--- src/rtl/tlc_light_monitor.sv ---
// Passive traffic-light bus checker: conflict, dark, illegal transition, short amber and stall detection with first-fault latch.
// Latency: one cycle from a sampled pattern to every output. No backpressure; it only observes. Optional fault_cnt via TLC_MON_FAULT_CNT_EN.
module tlc_light_monitor #(
    parameter int AMBER_MIN = 4,
    parameter int MAX_DWELL = 31,
    parameter int CNT_W     = 6
) (
    input  logic             clk,
    input  logic             reset,
    input  logic [7:0]       light_in,
    input  logic             light_valid,
    input  logic             fault_clr,
    output logic             fault,
    output logic [2:0]       fault_code,
    output logic [1:0]       fault_appr,
    output logic             phase_chg,
    output logic             all_red,
    output logic [CNT_W-1:0] dwell
`ifdef TLC_MON_FAULT_CNT_EN
    ,
    output logic [7:0]       fault_cnt
`endif
);

    typedef enum logic [1:0] {
        LAMP_DARK  = 2'b00,
        LAMP_RED   = 2'b01,
        LAMP_AMBER = 2'b10,
        LAMP_GREEN = 2'b11
    } lamp_e;

    localparam logic [CNT_W-1:0] CNT_MAX   = {CNT_W{1'b1}};
    localparam logic [CNT_W-1:0] AMB_MIN_C = CNT_W'(AMBER_MIN);
    localparam logic [CNT_W-1:0] DWELL_MAX = CNT_W'(MAX_DWELL);

    logic [7:0]       prev_q;
    logic             prev_valid_q;
    logic [CNT_W-1:0] dwell_q, dwell_d;
    logic [CNT_W-1:0] amb_cnt_q [4];
    logic [CNT_W-1:0] amb_cnt_d [4];
    logic             fault_q;
    logic [2:0]       fault_code_q;
    logic [1:0]       fault_appr_q;
    logic             phase_chg_q;
    logic             all_red_q;
    logic [2:0]       chk_code;
    logic [1:0]       chk_appr;
    logic             chk_fire;
    logic             dark_any, ill_any, sa_any;
    logic [1:0]       dark_idx, ill_idx, sa_idx;
    lamp_e            cur, prv;

    always_comb begin
        dark_any = 1'b0;
        ill_any  = 1'b0;
        sa_any   = 1'b0;
        dark_idx = 2'd0;
        ill_idx  = 2'd0;
        sa_idx   = 2'd0;
        cur      = LAMP_DARK;
        prv      = LAMP_DARK;
        // Scan from W down to N so the lowest-index offender is written last.
        for (int i = 3; i >= 0; i--) begin
            cur = lamp_e'(light_in[7-2*i -: 2]);
            prv = lamp_e'(prev_q[7-2*i -: 2]);
            if (cur == LAMP_DARK) begin
                dark_any = 1'b1;
                dark_idx = 2'(i);
            end
            if (prev_valid_q && cur != prv &&
                !((prv == LAMP_RED   && cur == LAMP_GREEN) ||
                  (prv == LAMP_GREEN && cur == LAMP_AMBER) ||
                  (prv == LAMP_AMBER && cur == LAMP_RED))) begin
                ill_any = 1'b1;
                ill_idx = 2'(i);
            end
            if (prev_valid_q && prv == LAMP_AMBER && cur == LAMP_RED &&
                amb_cnt_q[i] < AMB_MIN_C) begin
                sa_any = 1'b1;
                sa_idx = 2'(i);
            end
            if (cur == LAMP_AMBER) begin
                amb_cnt_d[i] = (amb_cnt_q[i] == CNT_MAX) ? CNT_MAX : amb_cnt_q[i] + 1'b1;
            end else begin
                amb_cnt_d[i] = '0;
            end
        end

        if (!prev_valid_q || light_in != prev_q) begin
            dwell_d = CNT_W'(1);
        end else if (dwell_q == CNT_MAX) begin
            dwell_d = CNT_MAX;
        end else begin
            dwell_d = dwell_q + 1'b1;
        end

        chk_code = 3'd0;
        chk_appr = 2'd0;
        // Amber and green both have bit 1 set; red and dark do not.
        if ((light_in[7] | light_in[3]) && (light_in[5] | light_in[1])) begin
            chk_code = 3'd1;
        end else if (dark_any) begin
            chk_code = 3'd2;
            chk_appr = dark_idx;
        end else if (ill_any) begin
            chk_code = 3'd3;
            chk_appr = ill_idx;
        end else if (sa_any) begin
            chk_code = 3'd4;
            chk_appr = sa_idx;
        end else if (dwell_d > DWELL_MAX) begin
            chk_code = 3'd5;
        end
        chk_fire = (chk_code != 3'd0);
    end

    always_ff @(posedge clk) begin
        if (reset) begin
            prev_q       <= '0;
            prev_valid_q <= 1'b0;
            dwell_q      <= '0;
            amb_cnt_q    <= '{default: '0};
            fault_q      <= 1'b0;
            fault_code_q <= 3'd0;
            fault_appr_q <= 2'd0;
            phase_chg_q  <= 1'b0;
            all_red_q    <= 1'b0;
        end else if (light_valid) begin
            prev_q       <= light_in;
            prev_valid_q <= 1'b1;
            dwell_q      <= dwell_d;
            amb_cnt_q    <= amb_cnt_d;
            phase_chg_q  <= prev_valid_q && (light_in != prev_q);
            all_red_q    <= (light_in == 8'b0101_0101);
            // A fresh fault on a clear cycle takes precedence over the clear.
            if (chk_fire && (!fault_q || fault_clr)) begin
                fault_q      <= 1'b1;
                fault_code_q <= chk_code;
                fault_appr_q <= chk_appr;
            end else if (fault_clr) begin
                fault_q      <= 1'b0;
                fault_code_q <= 3'd0;
                fault_appr_q <= 2'd0;
            end
        end else begin
            phase_chg_q <= 1'b0;
            if (fault_clr) begin
                fault_q      <= 1'b0;
                fault_code_q <= 3'd0;
                fault_appr_q <= 2'd0;
            end
        end
    end

`ifdef TLC_MON_FAULT_CNT_EN
    logic [7:0] fault_cnt_q;
    always_ff @(posedge clk) begin
        if (reset) begin
            fault_cnt_q <= 8'd0;
        end else if (light_valid && chk_fire && fault_cnt_q != 8'hFF) begin
            fault_cnt_q <= fault_cnt_q + 8'd1;
        end
    end
    assign fault_cnt = fault_cnt_q;
`endif

    assign fault      = fault_q;
    assign fault_code = fault_code_q;
    assign fault_appr = fault_appr_q;
    assign phase_chg  = phase_chg_q;
    assign all_red    = all_red_q;
    assign dwell      = dwell_q;

endmodule

--- config.mk ---
export PLATFORM = sky130hd
export DESIGN_NAME = tlc_light_monitor
export DESIGN_NICKNAME = d
export VERILOG_FILES = /design/src/rtl/tlc_light_monitor.sv
export SDC_FILE = /design/constraint.sdc
export NUM_CORES = 1
export LEC_CHECK = 0
export ABC_AREA = 0
export CELL_PAD_IN_SITES_DETAIL_PLACEMENT = 0
export CELL_PAD_IN_SITES_GLOBAL_PLACEMENT = 1
export CORE_MARGIN = 3
export CORE_UTILIZATION = 51
export CTS_CLUSTER_DIAMETER = 100
export DETAILED_ROUTE_END_ITERATION = 10
export DONT_BUFFER_PORTS = 1
export GPL_ROUTABILITY_DRIVEN = 0
export PLACE_DENSITY_LB_ADDON = 0.1
export SLEW_MARGIN = 0
export SYNTH_ARGS = -nofsm -noshare
export SYNTH_HDL_FRONTEND = slang
export SYNTH_SLANG_ARGS = --single-unit
--- constraint.sdc ---
create_clock -name clk -period 3.23 [get_ports clk]
set_input_delay 0.323 -clock clk [delete_from_list [all_inputs] [get_ports clk]]
set_output_delay 0.323 -clock clk [all_outputs]
set_load 0.01 [all_outputs]
[Word-level counts from Yosys, hierarchy flattened]
Index checks and enable logic that the tools add are counted.
Word-level totals
  input bits: 12
  output and inout bits: 14
  register bits: 47
Cells by class
  add/subtract/negate cells: 5
  reductions and logical operators: 57
  eq/ne operators: 35
  bitwise gates (word level): 3
  muxes and demuxes: 52
  order comparisons: 5
Operators by type and width (count)
  2-to-1 mux 6 bit: 10
  2-to-1 mux 2 bit: 19
  logical AND 1 bit: 35
  == test 2 bit (second input constant): 16
  adder 6 x 1 -> 6 bit (second input constant): 5
  == test 6 bit (second input constant): 5
  less-than comparator 6 x 3 -> 1 bit (second input constant): 4
  2-to-1 mux 3 bit: 8
  == test 2 x 1 -> 1 bit (second input constant): 8
  2-to-1 mux 1 bit: 15
  logical OR 1 bit: 10
  == test 8 x 7 -> 1 bit (second input constant): 1
  logical NOT 2 bit: 4
  inequality test 2 bit: 4
  inequality test 8 bit: 1
  greater-than comparator 6 x 5 -> 1 bit (second input constant): 1
  logical NOT 1 bit: 6
  nonzero test 3 bit: 1
  OR 1 bit: 2
  OR reduction 2 bit: 1
  NOT 1 bit: 1

[Logic depth before layout (Yosys ltp)]
  word-level depth: 17
  depth in mapped cells: 9
  gate-level depth less buffers: 7

[Worst setup path after synthesis]
Ideal clock, no wire load.
  path kind: input -> register
  start: input light_in[2]
  end: register fault_appr_q[0], in the netlist fault_appr[0]
  required time: 3.102 ns
  setup time: 0.128 ns
  arrival time: 1.846 ns
  stages: 9
  setup slack: 1.257 ns
  cell sequence: buf_2 -> xnor2_1 -> nand4_1 -> or3_1 -> buf_2 -> or3_4 -> nand2b_4 -> o31ai_4 -> mux2i_1
Between the ends
  cells in the longest elaborated chain, start to end: 16
  elaborated cells between the ends (all ways): 50
  classes of those cells: 1 x order compare; 5 x eq/ne; 30 x mux; 14 x reduce/logical
RTL lines
  start: declaration: line 10  | input logic [7:0] light_in,
  branches (longest 14 deep; another with greater-than comparator 6 x 5 -> 1 bit)
  2-to-1 mux 2 bit (*): line 136  | if (chk_fire && (!fault_q || fault_clr)) begin
  2-to-1 mux 2 bit (*): line 128  | end else if (light_valid) begin
  end signal: assignment: line 139  | fault_appr_q <= chk_appr;
  end: declaration: line 43  | logic [1:0] fault_appr_q;
Every way passes the cells marked *.
A chain may end at the register's enable or synchronous reset.

[Final worst setup path]
  start: register prev_q[3]
  end: register fault_appr_q[0], in the netlist fault_appr[0]
Between the ends
  cells in the longest elaborated chain, start to end: 16
  elaborated cells between the ends (all ways): 44
  classes of those cells: 1 x order compare; 5 x eq/ne; 24 x mux; 14 x reduce/logical
RTL lines
  start: declaration: line 36  | logic [7:0] prev_q;
  start signal: assignment: line 129  | prev_q <= light_in;
  branches (longest 14 deep; another with greater-than comparator 6 x 5 -> 1 bit)
  2-to-1 mux 2 bit (*): line 136
  2-to-1 mux 2 bit (*): line 128
Marked as above.

==> impl_metrics.env <==
export IMPL_outcome="finished, final reports clean"
export IMPL_number_of_flops_mapped_to_enable_cells_by_yosys=0
export IMPL_met2_usage_pct=33.0
export IMPL_maximum_number_of_pins_on_one_net_before_global_route_repair=48
export IMPL_worst_path_buffer_plus_inverter_count=0
export IMPL_dr_first_iter_drc_count=155
export IMPL_ys_types=56
export IMPL_clockRootBuffer="clkbuf_8"
export IMPL_number_of_antenna_violations_at_the_first_check_in_global_routing=0
export IMPL_tritoncts_num_sinks=47
export IMPL_vias=2436
export IMPL_max_vdd_ir_drop_mv=0.245
export IMPL_die_span_in_x_um=79.7
export IMPL_rows=26
export IMPL_final_min_clock_period_ps=2110
export IMPL_timing_max_cap_violations=0
export IMPL_ctsLongestPathBuffers=2
export IMPL_worstSetupStartpointType="register"
export IMPL_synth_seq_cells=47
export IMPL_cts_setup_buffers=0
export IMPL_crit_path_max_incr_delay_ps=470
export IMPL_cellPowerDensity_nw_per_um2=389
export IMPL_crit_fanout=6
export IMPL_worst_r2r_startpoint="prev_q[3]$_SDFFE_PP0P_"
export IMPL_async_flop_share_pct=0
export IMPL_worst_r2r_path_depth=7
export IMPL_internal_power_mw=0.846
export IMPL_timing_reg2reg_setup_slack_ps=1120
export IMPL_setup_worst_path_class="register to register"
export IMPL_pwr_share_clk_pct=34.9
export IMPL_initial_core_util_pct=53.5
export IMPL_groute_layer_met1_usage_pct=25.5
export IMPL_hold_path_cell_count=1
export IMPL_fillers=505
export IMPL_worst_ep_required_time_ps=3410
export IMPL_postSynthCellCount=344
export IMPL_area_growth_pct=3.48
export IMPL_die_h_um=79.7
export IMPL_final_net_count=351
export IMPL_buffer_ports_inserted=0
export IMPL_post_drt_wl_per_cell_um=15.0
export IMPL_p_leak_nw=1.01
export IMPL_synth_seq_area_share_pct=34.0
export IMPL_skew_ps=7.51
export IMPL_post_synth_instance_area_um2=2770
export IMPL_layout_cells_most_common_list="47 x dfxtp_1, 43 x a21oi_1, 39 x nor2_1"
export IMPL_cts_hold_buffers_added=0
export IMPL_finalMaxSlewViolations=0
export IMPL_share_seq_of_total_power_pct=54.9
export IMPL_achievable_frequency_mhz=473
export IMPL_period_share_pct=65.4
export IMPL_synth_flop_type="dfxtp_1"
export IMPL_cts_htree_levels=2
export IMPL_core_area_um2=5170
export IMPL_crit_path_start="prev_q[3]$_SDFFE_PP0P_"
export IMPL_critPathArrivalTime_ps=2290
export IMPL_syn_num_nets=361
export IMPL_timing_final_setup_violations=0
export IMPL_dp_hpwl_mm=4.15
export IMPL_route_detailed_drc=0
export IMPL_grt_pass1_vias=2174
export IMPL_critical_path_cell_count=7
export IMPL_grt_pass1_wl_mm=10.2
export IMPL_timing_hold_worst_endpoint="fault$_SDFF_PP0_"
export IMPL_rsz0062_at_grt="no"
export IMPL_wire_length_reported_by_the_detailed_router_mm=6.08
export IMPL_global_route_usage_met3_pct=4.74
export IMPL_hold_path_class="primary input to register"
export IMPL_global_route_peak_usage_layer="met2"
export IMPL_critical_path_cell_chain="xnor2_2, nand4_1, or3_1, or3_4, nand2b_4, o31ai_4, mux2i_1"
export IMPL_power_mw=1.12
export IMPL_synth_avg_cell_area_um2=8.05
export IMPL_die_area_um2=6350
export IMPL_layout_drive_gt1_share_pct=5.67
export IMPL_grt_overflow_total=0
export IMPL_critical_path_endpoint_type="register"
export IMPL_final_antenna_net_count=0
export IMPL_layout_cells_most_common="dfxtp_1"
export IMPL_drt_pre_antenna_iters=4
export IMPL_clock_insertion_delay_worst_skew_ps=300
export IMPL_fin_tns_setup_ps=0
export IMPL_io_pin_count=26
export IMPL_tritoncts_num_buffers=5
export IMPL_post_cts_sizing_count=0
export IMPL_gr_util_all_layers_pct=19.9
export IMPL_tightest_slew_ps=569
export IMPL_power_share_combinational_pct=10.2
export IMPL_clock_tree_from_tritoncts="built"
export IMPL_worst_slew_margin_rel_pct=61.8
export IMPL_timing_final_hold_violations=0
export IMPL_timing_critical_path_max_delay_family="simple AND/OR/NAND/NOR gates"
export IMPL_hold_path_startpoint="reset"
export IMPL_crit_path_top_delay_cell="dfxtp_1"
export IMPL_path_clk_slew_ps=90
export IMPL_power_net_switching_mw=0.269
export IMPL_drt_vias_per_instance=6.01
export IMPL_power_share_switching_pct=24.2
export IMPL_antenna_diode_count=0
export IMPL_yosysWarnings=0
export IMPL_worst_r2r_endpoint="fault_appr[0]$_SDFF_PP0_"
## how the worst max path moves through the flow
stage / end / slack [ps]
after global placement: fault_appr[0]$_SDFF_PP0_ / 1180
after detailed placement: fault_appr[0]$_SDFF_PP0_ / 1140
after CTS: fault_appr[0]$_SDFF_PP0_ / 1120
final: fault_appr[0]$_SDFF_PP0_ / 1120
after floorplan: fault_appr[0]$_SDFF_PP0_ / 1260
after global routing: fault_appr[1]$_SDFF_PP0_ / 1010
## synth_stat cells (2+ instances only)
library cell / instances / area (um^2)
o211ai_1: 2 / 15.0
nand3_1: 10 / 50.1
o21ai_0: 20 / 100
nor2b_1: 6 / 37.5
nor2_1: 39 / 146
nor4b_1: 5 / 43.8
or2_2: 2 / 12.5
xor2_1: 2 / 17.5
o22ai_1: 2 / 12.5
ha_1: 5 / 62.6
a31oi_1: 2 / 12.5
nand4_1: 3 / 18.8
and3_1: 13 / 81.3
nand2b_1: 8 / 50.1
a211oi_1: 10 / 75.1
xnor2_2: 2 / 32.5
nand3b_1: 7 / 52.6
buf_2: 4 / 20.0
mux2i_1: 12 / 120
xnor2_1: 8 / 70.1
o2111ai_1: 2 / 17.5
o21bai_1: 2 / 15.0
buf_1: 4 / 15.0
a21oi_1: 43 / 215
nand2_1: 24 / 90.1
nor3b_1: 3 / 22.5
nand4b_1: 2 / 17.5
nor3_1: 12 / 60.1
dfxtp_1: 47 / 941
clkbuf_1: 6 / 22.5
o311a_1: 2 / 20.0
buf_6: 3 / 33.8
a22oi_1: 4 / 30.0
inv_1: 6 / 22.5
## sequential cells by signal (all words and copies together) (netlist names)
register and cells:
fault_code 3, fault_appr 2, amb_cnt_q 24, fault 1
prev_q 8, all_red 1, phase_chg 1, dwell 6
prev_valid_q 1
## power by group through the flow
stage	clock network, mW	logic [mW]	registers (mW)
finish	0.389	0.114	0.613
global route	0.424	0.127	0.616
CTS	0.407	0.114	0.613
detailed placement	0	0.113	0.627
global placement	0	0.113	0.626
floorplan	0	0.124	0.622
## cell families (layout without fill, tap and decap cells)
logic type / count (synthesis) / after routing / share of synthesized area, %
AND/OR/NAND/NOR: 147 / 147 / 29.4
AO/OA/AOI/OAI: 96 / 96 / 21.1
XOR/XNOR: 12 / 12 / 4.34
multiplexers: 12 / 12 / 4.34
adder cells (fa/ha/maj): 5 / 5 / 2.26
buffers and inverters: 25 / 16 / 4.52
flip-flops: 47 / 47 / 34.0
## through the flow
stage	area (um^2)	hold slack, ps	setup WS [ps]	instances	util (%)
after floorplan	2770	467	1260	344	-
after global placement	2770	397	1180	397	53.5
after detailed placement	2770	400	1140	397	53.5
after CTS	2870	67.9	1120	405	55.4
after global routing	2870	70.3	1010	405	55.4
final	2870	79.9	1120	405	55.4
## cell type report
cell class                      count  area (um^2)  share of cell area [%]
Timing Repair Buffer                1         7.51                   0.262
Tap cell                           70         87.6                    3.06
Multi-Input combinational cell    272         1700                    59.4
Inverter                            7         26.3                   0.917
Clock buffer                        8          100                    3.49
Sequential cell                    47          941                    32.8
## layer usage
layer | share of wire, % | routed length (um)
met1 | 49 | 2970
met2 | 46 | 2800
met3 | 3.8 | 231
met4 | 1.2 | 75
met5 | 0 | 0
Power figures use the tool's default switching activity.
